===== src/rtl/fetch_unit.sv =====
// fetch_unit: single-outstanding instruction fetch sequencer.
// It requests a word at pc_current, waits for the response, and presents it
// to the datapath until the datapath acknowledges it with the next PC.
// Optional feature macro: FETCH_ALIGN_CHECK_EN. When it is defined, an
// acknowledged pc_next with nonzero low bits traps into a sticky FAULT state.
// When it is undefined, pc_next is forced to word alignment instead.
//
// state   | meaning
// --------+-------------------------------------------------------------
// ST_REQ  | imem_req high at pc_current, waiting for imem_ready
// ST_WAIT | request accepted, waiting for imem_rvalid
// ST_HOLD | instruction presented (instr_valid), waiting for instr_ack
// ST_FAULT| misaligned PC was acknowledged; idle until reset
module fetch_unit #(
  parameter logic [63:0] RESET_PC = 64'd0,
  parameter int          ICOUNT_W = 64
) (
  input  logic                clk,
  input  logic                reset,
  input  logic [63:0]         pc_next,
  input  logic                instr_ack,
  output logic                imem_req,
  output logic [63:0]         imem_addr,
  input  logic                imem_ready,
  input  logic                imem_rvalid,
  input  logic [31:0]         imem_rdata,
  output logic                instr_valid,
  output logic [31:0]         instruction_current,
  output logic [63:0]         pc_current,
  output logic [ICOUNT_W-1:0] instr_count,
  output logic                fetch_fault
);

  typedef enum logic [1:0] {
    ST_REQ   = 2'd0,
    ST_WAIT  = 2'd1,
    ST_HOLD  = 2'd2,
    ST_FAULT = 2'd3
  } state_t;

  localparam logic [31:0] NOP_INSTR = 32'h0000_0013;

  state_t               r_state;
  state_t               w_state_nxt;
  logic [63:0]          r_pc;
  logic [31:0]          r_instr;
  logic [ICOUNT_W-1:0]  r_count;
  logic                 w_ack;
  logic                 w_capture;
  logic                 w_misaligned;
  logic [63:0]          w_pc_load;

`ifdef FETCH_ALIGN_CHECK_EN
  logic                 r_fault;

  assign w_misaligned = (pc_next[1:0] != 2'b00);
  assign w_pc_load    = pc_next;
  assign fetch_fault  = r_fault;

  // Sticky fault flag, set when a misaligned PC is acknowledged.
  always_ff @(posedge clk) begin
    if (reset) begin
      r_fault <= 1'b0;
    end else if (w_ack && w_misaligned) begin
      r_fault <= 1'b1;
    end
  end
`else
  logic                 w_unused_pc_lsb;

  // Low PC bits are dropped, so a misaligned target can never reach FAULT.
  assign w_unused_pc_lsb = ^pc_next[1:0];
  assign w_misaligned    = 1'b0;
  assign w_pc_load       = {pc_next[63:2], 2'b00};
  assign fetch_fault     = 1'b0;
`endif

  // Only the state that owns the event may act on it; everything else ignores it.
  assign w_ack     = (r_state == ST_HOLD) && instr_ack;
  assign w_capture = (r_state == ST_WAIT) && imem_rvalid;

  assign imem_addr           = r_pc;
  assign pc_current          = r_pc;
  assign instruction_current = r_instr;
  assign instr_count         = r_count;

  // State register; reset discards any outstanding fetch.
  always_ff @(posedge clk) begin
    if (reset) begin
      r_state <= ST_REQ;
    end else begin
      r_state <= w_state_nxt;
    end
  end

  // Next-state and handshake outputs.
  always_comb begin
    w_state_nxt = r_state;
    imem_req    = 1'b0;
    instr_valid = 1'b0;
    case (r_state)
      ST_REQ: begin
        imem_req = 1'b1;
        if (imem_ready) begin
          w_state_nxt = ST_WAIT;
        end
      end
      ST_WAIT: begin
        if (imem_rvalid) begin
          w_state_nxt = ST_HOLD;
        end
      end
      ST_HOLD: begin
        instr_valid = 1'b1;
        if (instr_ack) begin
          w_state_nxt = w_misaligned ? ST_FAULT : ST_REQ;
        end
      end
      ST_FAULT: begin
        w_state_nxt = ST_FAULT;
      end
      default: begin
        w_state_nxt = ST_REQ;
      end
    endcase
  end

  // PC, instruction word and retired-instruction counter.
  always_ff @(posedge clk) begin
    if (reset) begin
      r_pc    <= RESET_PC;
      r_instr <= NOP_INSTR;
      r_count <= '0;
    end else begin
      if (w_capture) begin
        r_instr <= imem_rdata;
      end
      if (w_ack) begin
        r_pc    <= w_pc_load;
        r_count <= r_count + ICOUNT_W'(1);
      end
    end
  end

endmodule

===== config.mk =====
export PLATFORM = sky130hd
export DESIGN_NAME = fetch_unit
export DESIGN_NICKNAME = d
export VERILOG_FILES = /design/src/rtl/fetch_unit.sv
export SDC_FILE = /design/constraint.sdc
export NUM_CORES = 1
export LEC_CHECK = 0
export ABC_AREA = 1
export CORE_MARGIN = 8
export CORE_UTILIZATION = 39
export CTS_CLUSTER_DIAMETER = 200
export CTS_CLUSTER_SIZE = 28
export DETAILED_ROUTE_END_ITERATION = 8
export GPL_TIMING_DRIVEN = 0
export HOLD_SLACK_MARGIN = 0.05
export PLACE_DENSITY = 0.86
export SLEW_MARGIN = 20
export SYNTH_ARGS = -nofsm -noshare
export SYNTH_HDL_FRONTEND = slang
export SYNTH_SLANG_ARGS = --single-unit
export TNS_END_PERCENT = 50

===== constraint.sdc =====
create_clock -name clk -period 2.2 [get_ports clk]
set_input_delay 0.22 -clock clk [delete_from_list [all_inputs] [get_ports clk]]
set_output_delay 0.22 -clock clk [all_outputs]
set_load 0.05 [all_outputs]

==> reports/results.txt <==
For the total global routing track utilization, the log shows 22.7%. Half-perimeter wire length after placement: 23000 um. In this run the cell area measured after placement is 11100 um^2.

In this run the remaining antenna-violating nets after routing total 0. After clock tree synthesis, the setup repair step added 0 buffers. On the worst path, the slowest cell contributes a delay of 0.85 ns.

STA classifies the critical path endpoint as an output port. The die is 155 um wide. The die covers 24100 um^2.

The worst register-to-register path has a setup slack of 0.14 ns. From synthesis to final layout, the design area changed by 55.1%. The final critical-path share of the clock period works out to 95.8%. The tools report the multi-input combinational cell area as 3460 um^2.

After global routing, the most crowded layer is met2. The arrival time at the worst endpoint is 1.89 ns. The first global-routing pass estimated 42600 um of wire. Following the worst setup path forward leads to its endpoint at imem_req. The number of hold-repair buffers added at the cts stage was 0; the actual slew at the worst max-slew pin was 0.672 ns. The prevailing post-synth register cell is dfxtp_1. Cells fill 60.9% of the core in the end. The clock edge transition at the registers on the reported setup and hold paths is 0.07 ns, and the final number of hold-violating endpoints is 0. The tools report the total I/O pin count as 328.

Startpoint of the worst setup timing path: r_state[1]$_SDFFE_PP0P_. Family with the most delay on the worst path: buffers and inverters. The signal on the critical path passes through inv_1 > ha_1 > clkdlybuf4s50_1. The average wire per cell in the routed design was 16.5 um. The count of different cell masters after synthesis came out at 35. In this run, the number of DRC markers left after iteration 0 of detailed routing was 621.

Global routing finished with a remaining overflow of 0. Entering global routing, the biggest net connects 17 pins. The area of the mapped netlist was 7570 um^2. The run gives 0 as the remaining design rule violation count.

The count of buffering cells on the critical path with inverters included was 2. The number of cells on the critical path was 3. Counting flops with a built-in enable in the synthesized netlist gives 0. Summed over all nets, the switching power comes to 2.39 mW.

The run gives 39.3% as the initial standard-cell utilization of the core. The tools report the number of pins exceeding their max-slew limit in the final report as 0. In the final layout, the share of cells above drive strength 1 is 10.2%.

The tools report the cell area after layout as 11700 um^2. For the highest ir drop seen on vdd, the log shows 0.533 mV. In this run the critical register-to-register path is captured at instr_count[47]$_SDFFE_PP0P_. Global routing consumed, on the met3 layer, 5.83% of the routing resources.

The core area came out at 19300 um^2. Relative contribution of combinational cells to total power: 20.1%. Across the whole layout, storage elements account for 3200 um^2. Measured along the y axis, the die boundary spans 155 um.

The power density relative to cell area is 659 nW/um^2, and the met2 demand-to-capacity share in global routing is 41.0%. The critical register-to-register path startpoint was r_state[0]$_SDFFE_PP0P_. The run gives 0.0110 ns as the worst setup skew after layout. The run finished with clean final reports. In this run, CTS created clock tree buffers numbering 17. Headroom to the max-slew limit came out at 55.2%. For this run, asynchronously set or reset flops after synthesis account for 0%. Minimum period implied by the final worst setup slack: 2.11 ns. The tools report the reported max-cap violation count as 0. The buffer cell driving the clock tree root was clkbuf_16.

For the clock latency at the later pin of the worst-skew pair, the log shows 0.43 ns. The tools report the setup total negative slack as 0 ns. Final hold analysis gives a worst-case slack of 0.110 ns. The initial antenna violation count was 5; the pre-CTS setup slack was 0.0166 ns. The switching part of the total was 30.9%. CTS saw 160 sinks.

For the total vias in the final route, the log shows 8332. In this run the worst hold path is classified as input port to register. The internal power is 5.35 mW, and the routability congestion estimate is 0.933.

The number of buffers added on ports is 319. Each instance of the synthesized netlist takes up on average 6.88 um^2. For this run, global-route usage on met1 was measured as 24.3%. TritonCTS built the clock tree.

For this design the static power due to leakage is 4.35 nW. After filler insertion, the fill cell instance count of the layout stands at 1715. The tools report the maximum achievable frequency as 474 MHz. Dividing the detail-routed via count by the number of cells gives 4.83.

The number of H-tree levels is 4. The data required time of the critical path came out at 1.98 ns. Along the worst path, the maximum fanout reaches 4. The clock network is responsible for 39.8% of the overall power. Sequential cells were found to cover 42.3% of the synthesized design area. The number of gates resized after CTS was 0. For the number of warnings issued by yosys, the log shows 0. Setup repair after global routing could not meet its margin everywhere. No sink is reached through more buffers than the 2 on the longest clock path. The floorplan has 51 rows. The slowest cell on the critical path is clkdlybuf4s50_1. The final setup violation count came out at 0. In this run, flip-flops and latches consume 40.0% of the power. Wires add up to 28500 um. Before antenna repair, the detailed router went through 5 iterations. The worst path meets setup with 0.0925 ns of slack. Type of the worst setup path: register to output port. The logs give 7850 for the via count of the first global-routing pass and 1101 for the cell count after synthesis.

The number of cells on the worst reg-to-reg path is 11. The net count of the finished layout is 1549. Synthesis inferred 160 register bits.

The type of element launching the critical path was a register.
[synth_stat cells (3+ instances only)]
cell type	number	area, um^2
buf_4	67	503
buf_2	5	25.0
ha_1	5	62.6
nand4_1	15	93.8
inv_2	7	26.3
nor2_2	15	93.8
nor3b_1	4	30.0
nor3_1	12	60.1
nor2_4	8	90.1
inv_1	67	251
nand3_1	50	250
nand2_1	161	604
buf_1	3	11.3
o21ai_0	108	541
a21oi_1	29	145
dfxtp_1	160	3200
clkbuf_1	29	109
o21ai_1	7	35.0
nor2_1	320	1200
nand2_2	6	37.5
xor2_1	7	61.3
[cells in the final DEF, fill, tap and decap left out, types with 8 or more instances in the layout]
cell type	netlist	routed
nor2_1	320	320
clkdlybuf4s50_1	0	318
nand2_1	161	161
dfxtp_1	160	160
o21ai_0	108	108
inv_1	67	67
buf_4	67	67
nand3_1	50	50
a21oi_1	29	29
clkbuf_1	29	25
clkbuf_16	0	17
nor2_2	15	15
nand4_1	15	15
nor3_1	12	12
nor2_4	8	8
[worst min path at each step]
stage | cells past startpoint | startpoint | slack, ns | endpoint
2_1_floorplan | 2 | imem_rdata[0] | 0.33 | instruction_current[0]$_SDFFE_PP1P_
3_3_place_gp | 2 | instruction_current[0]$_SDFFE_PP1P_ | 0.45 | instruction_current[0]$_SDFFE_PP1P_
3_5_place_dp | 2 | instruction_current[0]$_SDFFE_PP1P_ | 0.45 | instruction_current[0]$_SDFFE_PP1P_
4_1_cts | 2 | reset | 0.10 | instr_count[7]$_SDFFE_PP0P_
5_1_grt | 2 | reset | 0.13 | instr_count[7]$_SDFFE_PP0P_
6_report | 2 | reset | 0.11 | instr_count[7]$_SDFFE_PP0P_
[per-stage QoR]
stage	std cells	power, mW
final	1726	7.74
after CTS	1721	7.79
after global placement	1689	4.70
after detailed placement	1689	4.73
after global routing	1726	8.03
after floorplan	1105	4.11
[worst reg2reg max path, cell delays in order, from the launching register on]
cell     delay, ns
dfxtp_1       0.34
inv_1         0.08
ha_1          0.21
nand2_2       0.20
nor2_2        0.25
nand2_2       0.14
nor2_4        0.19
nand3_1       0.18
nor2_1        0.21
nand2_1       0.07
nand2_1       0.06
nor2_1        0.05
[flip-flops by register name (all words and copies together), names as in the netlist]
name / count
imem_addr: 62
instr_count: 64
r_state: 2
instruction_current: 32
[layer usage]
layer	up-vias	part of all wire, %
li1	4114	-
met1	3807	38
met2	351	51
met3	60	7.8
met4	0	3.6
met5	-	0
[cell families after synthesis]
kind of cell / Yosys count / synth area share, %
and+or+nand+nor: 599 / 33.5
buffers and inverters: 178 / 12.2
xor gates and xnor gates: 8 / 0.926
DFF: 160 / 42.3
AOI/OAI and AO/OA: 150 / 10.1
other: 1 / 0.0495
adders and majority gates: 5 / 0.826
[power by group through the flow]
| stage | clock, mW | sequential (mW) | combinational [mW] |
|---|---|---|---|
| floorplan | 0 | 3.56 | 0.554 |
| global placement | 0 | 3.16 | 1.54 |
| detailed placement | 0 | 3.16 | 1.56 |
| CTS | 3.13 | 3.10 | 1.56 |
| global route | 3.27 | 3.11 | 1.65 |
| finish | 3.08 | 3.10 | 1.56 |
[cell type report]
class / count / area share (%)
inverter: 74 / 2.37
clock buffer: 18 / 3.74
antenna: 5 / 0.107
timing repair buffer: 319 / 27.2
buffer: 104 / 5.56
tap: 265 / 2.82
clock inverter: 14 / 1.45
multi-input combinational: 767 / 29.4
sequential: 160 / 27.3
Note: power is estimated with default switching activity, not from simulation.
